`config.mk`:
```
export PLATFORM = sky130hd
export DESIGN_NAME = axis_weighted_accum
export DESIGN_NICKNAME = d
export VERILOG_FILES = /design/src/rtl/axis_wacc_pkg.sv /design/src/rtl/axis_wacc_lane.sv /design/src/rtl/axis_weighted_accum.sv
export SDC_FILE = /design/constraint.sdc
export NUM_CORES = 2
export LEC_CHECK = 0
export ABC_AREA = 1
export BUFFER_PORTS_ARGS = -buffer_cell sky130_fd_sc_hd__buf_2
export CORE_UTILIZATION = 35
export CTS_CLUSTER_DIAMETER = 120
export DETAILED_ROUTE_END_ITERATION = 16
export GPL_ROUTABILITY_DRIVEN = 0
export MAX_ROUTING_LAYER = met4
export PLACE_DENSITY = 0.51
export SYNTH_ARGS = -nofsm -noshare
export SYNTH_HDL_FRONTEND = slang
export SYNTH_SLANG_ARGS = --single-unit
```
`constraint.sdc`:
```
create_clock -name aclk -period 9.25 [get_ports aclk]
set_clock_uncertainty 0.15 [all_clocks]
set_input_delay 2.3125 -clock aclk [delete_from_list [all_inputs] [get_ports aclk]]
set_output_delay 2.3125 -clock aclk [all_outputs]
set_load 0.01 [all_outputs]
```
`src/rtl/axis_wacc_pkg.sv`:
```
// Shared types and elaboration helpers for the AXI4-Stream weighted accumulator.
package axis_wacc_pkg;

  typedef enum logic [1:0] {
    IDLE  = 2'd0,
    ACCUM = 2'd1,
    DRAIN = 2'd2
  } wacc_state_e;

  function automatic int idx_width(input int n);
    return (n > 1) ? $clog2(n) : 1;
  endfunction

  function automatic int max_int(input int a, input int b);
    return (a > b) ? a : b;
  endfunction

endpackage

```
`src/rtl/axis_wacc_lane.sv`:
```
// One multiply-accumulate channel; acc_nxt is the value the register takes at the next edge.
module axis_wacc_lane
  import axis_wacc_pkg::*;
#(
  parameter int DATA_W   = 32,
  parameter int WGT_W    = 8,
  parameter int ACC_W    = 32,
  parameter int SATURATE = 0
) (
  input  logic              aclk,
  input  logic              aresetn,
  input  logic              clr,
  input  logic              en,
  input  logic [DATA_W-1:0] data,
  input  logic [WGT_W-1:0]  wgt,
  output logic [ACC_W-1:0]  acc_nxt,
  output logic              ovf_hit
);

  localparam int PROD_W = DATA_W + WGT_W;
  localparam int EXT_W  = max_int(PROD_W, ACC_W);

  logic [EXT_W-1:0] prod_s;
  logic [EXT_W-1:0] prod_hi_s;
  logic             lost_s;
  logic [ACC_W:0]   sum_s;
  logic             carry_s;
  logic [ACC_W-1:0] acc_r;

  // Product, truncation loss, carry-out and next accumulator value
  always_comb begin
    prod_s    = EXT_W'(data) * EXT_W'(wgt);
    prod_hi_s = prod_s >> ACC_W;
    lost_s    = (prod_hi_s != {EXT_W{1'b0}});
    sum_s     = {1'b0, acc_r} + {1'b0, prod_s[ACC_W-1:0]};
    carry_s   = sum_s[ACC_W];
    if (clr) begin
      acc_nxt = {ACC_W{1'b0}};
    end else if (!en) begin
      acc_nxt = acc_r;
    end else if ((SATURATE != 0) && (carry_s || lost_s)) begin
      acc_nxt = {ACC_W{1'b1}};
    end else begin
      acc_nxt = sum_s[ACC_W-1:0];
    end
    if (en) begin
      ovf_hit = carry_s | lost_s;
    end else begin
      ovf_hit = 1'b0;
    end
  end

  // Accumulator register
  always_ff @(posedge aclk or negedge aresetn) begin
    if (!aresetn) begin
      acc_r <= {ACC_W{1'b0}};
    end else begin
      acc_r <= acc_nxt;
    end
  end

endmodule

```
`src/rtl/axis_weighted_accum.sv`:
```
// AXI4-Stream frame reducer: N_CH weighted sums per input frame, streamed out as one result frame.
module axis_weighted_accum
  import axis_wacc_pkg::*;
#(
  parameter int DATA_W   = 32,
  parameter int WGT_W    = 8,
  parameter int ACC_W    = 32,
  parameter int N_CH     = 3,
  parameter int SATURATE = 0
) (
  input  logic                    aclk,
  input  logic                    aresetn,
  input  logic [N_CH*WGT_W-1:0]   wgt,
  input  logic [DATA_W-1:0]       s_axis_tdata,
  input  logic                    s_axis_tvalid,
  output logic                    s_axis_tready,
  input  logic                    s_axis_tlast,
  output logic [ACC_W-1:0]        m_axis_tdata,
  output logic                    m_axis_tvalid,
  input  logic                    m_axis_tready,
  output logic                    m_axis_tlast,
  output logic                    frame_done,
  output logic                    ovf
);

  localparam int              IDX_W    = idx_width(N_CH);
  localparam logic [IDX_W-1:0] LAST_IDX = IDX_W'(N_CH - 1);

  wacc_state_e             state_r;
  logic [N_CH*WGT_W-1:0]   wgt_q_r;
  logic [IDX_W-1:0]        idx_r;
  logic                    s_tready_r;
  logic                    m_tvalid_r;
  logic                    m_tlast_r;
  logic [ACC_W-1:0]        m_tdata_r;
  logic                    frame_done_r;
  logic                    ovf_r;

  logic [ACC_W-1:0]        acc_nxt_s [N_CH];
  logic [N_CH-1:0]         hit_s;
  logic                    beat_s;
  logic                    out_hs_s;
  logic                    out_end_s;
  logic [N_CH*WGT_W-1:0]   wgt_use_s;
  logic [IDX_W-1:0]        idx_inc_s;
  logic [ACC_W-1:0]        acc_sel_s;

  // Handshake decode, weight source and next-result selection
  always_comb begin
    beat_s    = s_axis_tvalid && s_tready_r;
    out_hs_s  = m_tvalid_r && m_axis_tready;
    out_end_s = out_hs_s && (idx_r == LAST_IDX);
    idx_inc_s = idx_r + IDX_W'(1);
    // The first beat of a frame uses the live weights it is about to capture
    if (state_r == IDLE) begin
      wgt_use_s = wgt;
    end else begin
      wgt_use_s = wgt_q_r;
    end
    acc_sel_s = {ACC_W{1'b0}};
    for (int k = 0; k < N_CH; k++) begin
      if (IDX_W'(k) == idx_inc_s) begin
        acc_sel_s = acc_nxt_s[k];
      end else begin
        acc_sel_s = acc_sel_s;
      end
    end
  end

  for (genvar g = 0; g < N_CH; g++) begin : g_lane
    axis_wacc_lane #(
      .DATA_W   (DATA_W),
      .WGT_W    (WGT_W),
      .ACC_W    (ACC_W),
      .SATURATE (SATURATE)
    ) u_lane (
      .aclk    (aclk),
      .aresetn (aresetn),
      .clr     (out_end_s),
      .en      (beat_s),
      .data    (s_axis_tdata),
      .wgt     (wgt_use_s[g*WGT_W +: WGT_W]),
      .acc_nxt (acc_nxt_s[g]),
      .ovf_hit (hit_s[g])
    );
  end

  // Frame FSM with registered stream outputs
  always_ff @(posedge aclk or negedge aresetn) begin
    if (!aresetn) begin
      state_r      <= IDLE;
      wgt_q_r      <= {(N_CH*WGT_W){1'b0}};
      idx_r        <= {IDX_W{1'b0}};
      s_tready_r   <= 1'b0;
      m_tvalid_r   <= 1'b0;
      m_tlast_r    <= 1'b0;
      m_tdata_r    <= {ACC_W{1'b0}};
      frame_done_r <= 1'b0;
      ovf_r        <= 1'b0;
    end else begin
      frame_done_r <= 1'b0;
      case (state_r)
        IDLE: begin
          s_tready_r <= 1'b1;
          if (beat_s) begin
            wgt_q_r <= wgt;
            ovf_r   <= |hit_s;
            state_r <= ACCUM;
            if (s_axis_tlast) begin
              state_r    <= DRAIN;
              s_tready_r <= 1'b0;
              m_tvalid_r <= 1'b1;
              idx_r      <= {IDX_W{1'b0}};
              m_tdata_r  <= acc_nxt_s[0];
              m_tlast_r  <= (LAST_IDX == {IDX_W{1'b0}});
            end
          end
        end
        ACCUM: begin
          if (beat_s) begin
            ovf_r <= ovf_r | (|hit_s);
            if (s_axis_tlast) begin
              state_r    <= DRAIN;
              s_tready_r <= 1'b0;
              m_tvalid_r <= 1'b1;
              idx_r      <= {IDX_W{1'b0}};
              m_tdata_r  <= acc_nxt_s[0];
              m_tlast_r  <= (LAST_IDX == {IDX_W{1'b0}});
            end
          end
        end
        DRAIN: begin
          if (out_end_s) begin
            state_r      <= IDLE;
            s_tready_r   <= 1'b1;
            m_tvalid_r   <= 1'b0;
            m_tlast_r    <= 1'b0;
            m_tdata_r    <= {ACC_W{1'b0}};
            idx_r        <= {IDX_W{1'b0}};
            frame_done_r <= 1'b1;
          end else if (out_hs_s) begin
            idx_r     <= idx_inc_s;
            m_tdata_r <= acc_sel_s;
            m_tlast_r <= (idx_inc_s == LAST_IDX);
          end
        end
        default: begin
          state_r    <= IDLE;
          s_tready_r <= 1'b0;
          m_tvalid_r <= 1'b0;
        end
      endcase
    end
  end

  assign s_axis_tready = s_tready_r;
  assign m_axis_tdata  = m_tdata_r;
  assign m_axis_tvalid = m_tvalid_r;
  assign m_axis_tlast  = m_tlast_r;
  assign frame_done    = frame_done_r;
  assign ovf           = ovf_r;

endmodule

```
# ---- Word-level counts from Yosys, hierarchy flattened
# Index checks and enable logic that the tools add are counted.
dict set report word_totals {
  romBits 0
  register_bits 161
  input_bits 61
  n_memories 0
  latch_bits 0
  ram_bits 0
  wordCells 101
  out_inout_bits 37
}
dict set report op_classes {
  div_mod_pow 0
  addsub 4
  mul 3
  n_eq_ne 13
  muxes 47
  bitwise_logic 4
  shift 0
  n_lt_le_gt_ge 0
  n_reduce_logical 18
}
# operator count
set op_table {}
lappend op_table {{$mux 32} 13}
lappend op_table {{$mul 32x8->40} 3}
lappend op_table {{$reduce_bool 40->1} 3}
lappend op_table {{$add 32x32->33} 3}
lappend op_table {{$pmux 32 s2} 1}
lappend op_table {{$mux 24} 1}
lappend op_table {{$mux 2} 9}
lappend op_table {{$mux 1} 17}
lappend op_table {{$ne 2x1->1 const B} 5}
lappend op_table {{$reduce_and 3->1} 3}
lappend op_table {{$reduce_and 4->1} 2}
lappend op_table {{$eq 2x2->1 const B} 3}
lappend op_table {{$pmux 1 s2} 3}
lappend op_table {{$pmux 2 s3} 1}
lappend op_table {{$logic_not 2->1} 2}
lappend op_table {{$or 1x1->1} 4}
lappend op_table {{$pmux 2 s2} 1}
lappend op_table {{$reduce_bool 2->1} 2}
lappend op_table {{$logic_and 1x1->1} 3}
lappend op_table {{$ne 3x2->1 const B} 1}
lappend op_table {{$pmux 1 s3} 1}
lappend op_table {{$reduce_or 3->1} 1}
lappend op_table {{$add 2x1->2 const B} 1}
lappend op_table {{$eq 1x2->1 const A} 1}
lappend op_table {{5 further kinds} 5}

# ---- Longest topological paths before layout
dict set report logic_depth {
  word_depth 12
  depth_mapped 43
  mapped_depth_nobuf 40
}

# ---- Cells and area by module
# A second synthesis with hierarchy kept.
dict set report unflattened {
  cells_unflattened 6179
  area_unflattened_um2 40979.3
}
# mod seq_area_each_um2 n_inst area_each_um2 cells_each
set modules_own_cells {}
lappend modules_own_cells {{axis_wacc_lane (g_lane[0].u_lane)} 800.8 1 12340.6 1877}
lappend modules_own_cells {{axis_wacc_lane (g_lane[1].u_lane)} 800.8 1 12293.0 1853}
lappend modules_own_cells {{axis_wacc_lane (g_lane[2].u_lane)} 800.8 1 12229.2 1851}
lappend modules_own_cells {axis_weighted_accum 1626.6 1 4116.4 598}

# ---- Worst setup path before layout
# No wires, ideal clock.
dict set report synth_path {
  path_type {input -> register}
  start {input port s_axis_tdata[15]}
  end {register m_tdata_r[31] (netlist: m_axis_tdata[31])}
  stages 31
  t_arrival_ns 7.717
  path_slack_ns 1.305
  path_buffers 2
  setup_ns 0.077
  required_time_ns 9.023
  path_cell_list {clkbuf_1 inv_1 clkbuf_1 nor2_1 fa_1 inv_1 fa_1 fa_1 inv_1 fa_1 ha_1 nand2_1 inv_1 nand2_1 nand2_1 a21oi_1 o21ai_2 a21oi_1 o21ai_0 xor2_1 ha_1 inv_1 nor4_1 a21oi_1 nand2_1 nand2_1 nand3_1 nand3_1 a21oi_1 nand2_1 a21oi_1}
}
dict set report synth_between {
  elab_chain_cells 10
  word_cells_on_any_way 20
  classes_between {add/sub: 3; mul: 3; mux: 14}
}
# element line_no
set synth_rtl {}
lappend synth_rtl {{start, declared} axis_weighted_accum.sv:14} ;# input logic [DATA_W-1:0] s_axis_tdata,
lappend synth_rtl {{$mul 32x8->40} axis_wacc_lane.sv:32} ;# prod_s = EXT_W'(data) * EXT_W'(wgt);
lappend synth_rtl {{$add 32x32->33} axis_wacc_lane.sv:35} ;# sum_s = {1'b0, acc_r} + {1'b0, prod_s[ACC_W-1:0]};
lappend synth_rtl {{$mux 32} axis_wacc_lane.sv:39} ;# end else if (!en) begin
lappend synth_rtl {{$mux 32} axis_wacc_lane.sv:37} ;# if (clr) begin
lappend synth_rtl {{$mux 32 (3 in a row)} axis_weighted_accum.sv:62} ;# if (IDX_W'(k) == idx_inc_s) begin
lappend synth_rtl {{$mux 32} axis_weighted_accum.sv:141} ;# end else if (out_hs_s) begin
lappend synth_rtl {{$mux 32} axis_weighted_accum.sv:133} ;# if (out_end_s) begin
lappend synth_rtl {{$pmux 32 s2 (*)} axis_weighted_accum.sv:102} ;# case (state_r)
lappend synth_rtl {{end signal, assigned} axis_weighted_accum.sv:114} ;# m_tdata_r <= acc_nxt_s[0];
lappend synth_rtl {{end signal, assigned} axis_weighted_accum.sv:138} ;# m_tdata_r <= {ACC_W{1'b0}};
lappend synth_rtl {{end signal, assigned} axis_weighted_accum.sv:143} ;# m_tdata_r <= acc_sel_s;
lappend synth_rtl {{end, declared} axis_weighted_accum.sv:35} ;# logic [ACC_W-1:0] m_tdata_r;
# Mark *: on every way between the ends. The rest lies on a longest branch, timed or not. The select of a mux whose other input is x is not followed.
# A chain may end at the register's enable or synchronous reset.

# ---- Final worst setup path
dict set report layout_path {
  start {input port wgt[2]}
  end {register m_tdata_r[26] (netlist: m_axis_tdata[26])}
}
dict set report layout_between {
  elab_chain_cells 11
  word_cells_on_any_way 13
  classes_between {add/sub: 1; mul: 1; mux: 11}
}
# element line_no
set layout_rtl {}
lappend layout_rtl {{start, declared} axis_weighted_accum.sv:13} ;# input logic [N_CH*WGT_W-1:0] wgt,
lappend layout_rtl {{$mux 24 (*)} axis_weighted_accum.sv:55} ;# if (state_r == IDLE) begin
lappend layout_rtl {{$mul 32x8->40 (*)} axis_wacc_lane.sv:32}
lappend layout_rtl {{$add 32x32->33 (*)} axis_wacc_lane.sv:35}
lappend layout_rtl {{$mux 32 (*)} axis_wacc_lane.sv:39}
lappend layout_rtl {{$mux 32 (*)} axis_wacc_lane.sv:37}
lappend layout_rtl {{$mux 32 (3 in a row)} axis_weighted_accum.sv:62}
lappend layout_rtl {{$mux 32} axis_weighted_accum.sv:141}
lappend layout_rtl {{$mux 32} axis_weighted_accum.sv:133}
lappend layout_rtl {{$pmux 32 s2 (*)} axis_weighted_accum.sv:102}
# Marked as above.

==> results.md <==
Drt
- **routed wire length per instance** 20.19 um
- **Detailed Route WL** 144600 um
- **total DRC errors in the routed layout** 0
- **total number of vias** 36734
- **count of TritonRoute iterations in the first routing pass** 5
- **remaining antenna violation count** 0
- **average vias per placed instance** 5.127
- **Detailed Route Iter0 Violations** 3212

CTS
- **maximum number of buffers from clock root to sink** 2
- **number of setup buffers added after CTS** 0
- **number of H-tree levels** 4
- **root buffer cell** sky130_fd_sc_hd__clkbuf_16
- **clock buffers created by TritonCTS** 17
- **cts-stage hold buffer count** 0
- **Clock Pin Slew Worst Setup and Hold Paths** 0.09 ns
- **clock tree from TritonCTS** done
- **clk_lat worst skew** 0.52 ns
- **number of sinks driven by the clock tree** 161

Setup path
- **reg-to-reg startpoint** state_r[1]$_DFFE_PN0P_
- **Worst Path Arrival** 9.04 ns
- **CP dominant cell by count** sky130_fd_sc_hd__nor2_1
- **type of origin of the critical path** primary input
- **type of destination of the critical path** register
- **delay of the slowest cell on the worst path** 0.52 ns
- **Crit path max-delay family** adder cells
- **startpoint of the most critical setup path** wgt[2]
- **Max stage delay cell, worst path** sky130_fd_sc_hd__fa_1
- **Buf/Inv on CP** 7
- **type of the setup path with the least slack** primary input to register
- **CP Data Required Time** 9.56 ns
- **maximum fanout encountered on the critical timing path** 9

STA
- **setup TNS** 0 ns
- **total of endpoints with negative setup slack in the final report** 0
- **final clock period utilization by the worst path** 94.38%
- **maximum clock rate** 0.1145 GHz
- **transition at the pin with the smallest max-transition slack** 1.091 ns
- **Worst slew margin** 27.28%
- **max-slew violations** 0
- **Period minus WS final** 8.730 ns
- **worst slack on hold paths** 0.3439 ns
- **number of hold violations in the final report** 0
- **unrepaired setup endpoints after global routing** false
- **final worst-path setup slack** 0.5197 ns

Finish
- **area growth from synthesis to layout** 12.74%
- **Cell Count, Final, Fillers Out** 7165
- **# fillers** 11534
- **NumNets Final** 6631
- **fraction of layout instances using a drive strength above 1** 10.30%

Place
- **Post-Place Cells** 7131
- **worst slack at placement** 0.08694 ns
- **I/O Buffers** 97
- **final HPWL from detailed placement** 121200 um

Floorplanning
- **Starting Density** 35.35%
- **core region area** 0.1074 mm2
- **Die Outline Area** 0.1097 mm2
- **Die Width** 331.3 um
- **boundary pin count** 98
- **die height** 331.3 um
- **number of rows created at floorplan** 120

Global routing
- **GR Layer Usage met3** 3.157%
- **met2 track utilization from global routing** 41.65%
- **gr usage total** 27.58%
- **busiest layer in global routing** met2
- **pin count of the biggest net entering global routing** 116
- **met1 routing resource usage after global routing** 38.79%
- **final global-route overflow total** 0
- **number of global-route vias before repair** 36412
- **wire length of the first global-routing pass** 223800 um
- **number of antenna violations at the first check in global routing** 2

Synthesis
- **per-instance average area after synthesis** 6.910 um2
- **net count after synthesis** 6376
- **fraction of registers with async set/reset** 100.0%
- **combined area of all synthesized cells** 0.03795 mm2
- **top post-synthesis cells by count** 1233 x sky130_fd_sc_hd__nand2_1, 974 x sky130_fd_sc_hd__nor2_1, 922 x sky130_fd_sc_hd__inv_1
- **Main synth FF type** sky130_fd_sc_hd__dfrtp_1
- **part of the Yosys area used for sequential elements** 10.62%
- **cell type with the highest aggregate area in the netlist** sky130_fd_sc_hd__fa_1
- **count of cell types in the netlist** 52
- **share of the synthesized area in the top cell type** 28.64%
- **most frequent cell after synthesis** sky130_fd_sc_hd__nand2_1
- **#FFs+latches synth** 161
- **number of enable flip-flop cells after synthesis** 0
- **leading cell types by total area after synthesis** sky130_fd_sc_hd__fa_1 29%, sky130_fd_sc_hd__nand2_1 12%, sky130_fd_sc_hd__dfrtp_1 11%, sky130_fd_sc_hd__nor2_1 9.6%, sky130_fd_sc_hd__ha_1 9.2%
- **cells after synthesis** 5492
- **Yosys Warn Count** 0

Min path
- **critical hold path startpoint** wgt_q_r[22]$_DFFE_PN0P_
- **type of the most critical hold path** register to register

Run
- **max-capacitance violation count** 0

Status
- **status** finished clean

-- registers in the layout, summed over array words and instances, names as in the netlist --
name / cells
m_axis_tlast: 1
idx_r: 2
g_lane.u_lane.acc_r: 96
frame_done: 1
wgt_q_r: 24
m_axis_tvalid: 1
state_r: 2
m_axis_tdata: 32
s_axis_tready: 1
ovf: 1
-- through the flow --
stage | utilization, % | cell area, um2
detailed placement | 39.28 | 42160
finish | 39.85 | 42780
CTS | 39.84 | 42770
global placement | 39.28 | 42160
global route | 39.85 | 42780
floorplan | - | 37950
-- worst reg2reg max path: cells and delay by family (launching register included) --
kind / cells / cell delay (ns)
DFF: 1 / 0.45
adders and majority gates: 6 / 2.66
buffers and inverters: 5 / 1.08
and+or+nand+nor: 7 / 1.55
xor gates and xnor gates: 2 / 0.48
AOI/OAI and AO/OA: 9 / 1.92
-- cells in the final DEF (no fill, tap or decap), drive strengths merged, types with 2 or more instances in the layout --
cell type	count
a211oi	5
clkbuf	18
dfrtp	161
nor2	996
a21oi	287
and3	2
nand4	27
clkinv	27
a21boi	4
o211ai	12
nand3	261
xnor2	41
diode	2
ha	280
inv	935
o22ai	4
a31oi	29
buf	410
a21o	21
nor3	38
o21a	12
nand3b	10
xor2	71
o21bai	36
and2	4
or2	51
nor4	14
o21ai	201
o31ai	2
fa	543
nand2	1253
-- final timing paths --
kind	end	slack, ns	cells after the start
max in group asynchronous	wgt_q_r[19]$_DFFE_PN0P_	5.63	2
max reg2reg	m_axis_tdata[24]$_DFFE_PN0P_	0.85	29
min	wgt_q_r[22]$_DFFE_PN0P_	0.34	2
min reg2reg	wgt_q_r[22]$_DFFE_PN0P_	0.34	2
max	m_axis_tdata[26]$_DFFE_PN0P_	0.52	33
min in group asynchronous	g_lane[0].u_lane.acc_r[5]$_DFF_PN0_	1.76	1
-- cell type report --
class                           instances  area [um2]  share of cell area, %
Multi-Input combinational cell       4209       29720                  69.45
Timing Repair Buffer                  411        3114                  7.279
Antenna cell                            2       5.005                0.01170
Inverter                              947        3557                  8.314
Clock inverter                         15       182.7                 0.4270
Tap cell                             1403        1755                  4.103
Sequential cell                       161        4029                  9.417
Clock buffer                           17       425.4                 0.9943
-- kinds of logic after synthesis --
logic type,share of synthesized area (%)
buffers and inverters,11.28
muxes,0.02638
and+or+nand+nor,28.54
AOI/OAI and AO/OA,9.073
xor gates and xnor gates,2.585
adders and majority gates,37.88
DFF,10.62
-- routing by layer --
metal  vias up  part of all wire, %
met4         0                  3.2
met3       147                  6.8
met2      1336                   44
met1     17880                   46
li1      17371                    -
met5         -                    0
-- what timing repair did --
| item | CTS | global route |
|---|---|---|
| setup endpoints to repair | 0 | 1 |
| gates resized for setup | 0 | 1 |
| endpoints found under the hold margin | 0 | 0 |
Power is left out: the tool's default activity adds up to more than one toggle a clock period on the data nets, which glitch-free logic cannot reach.
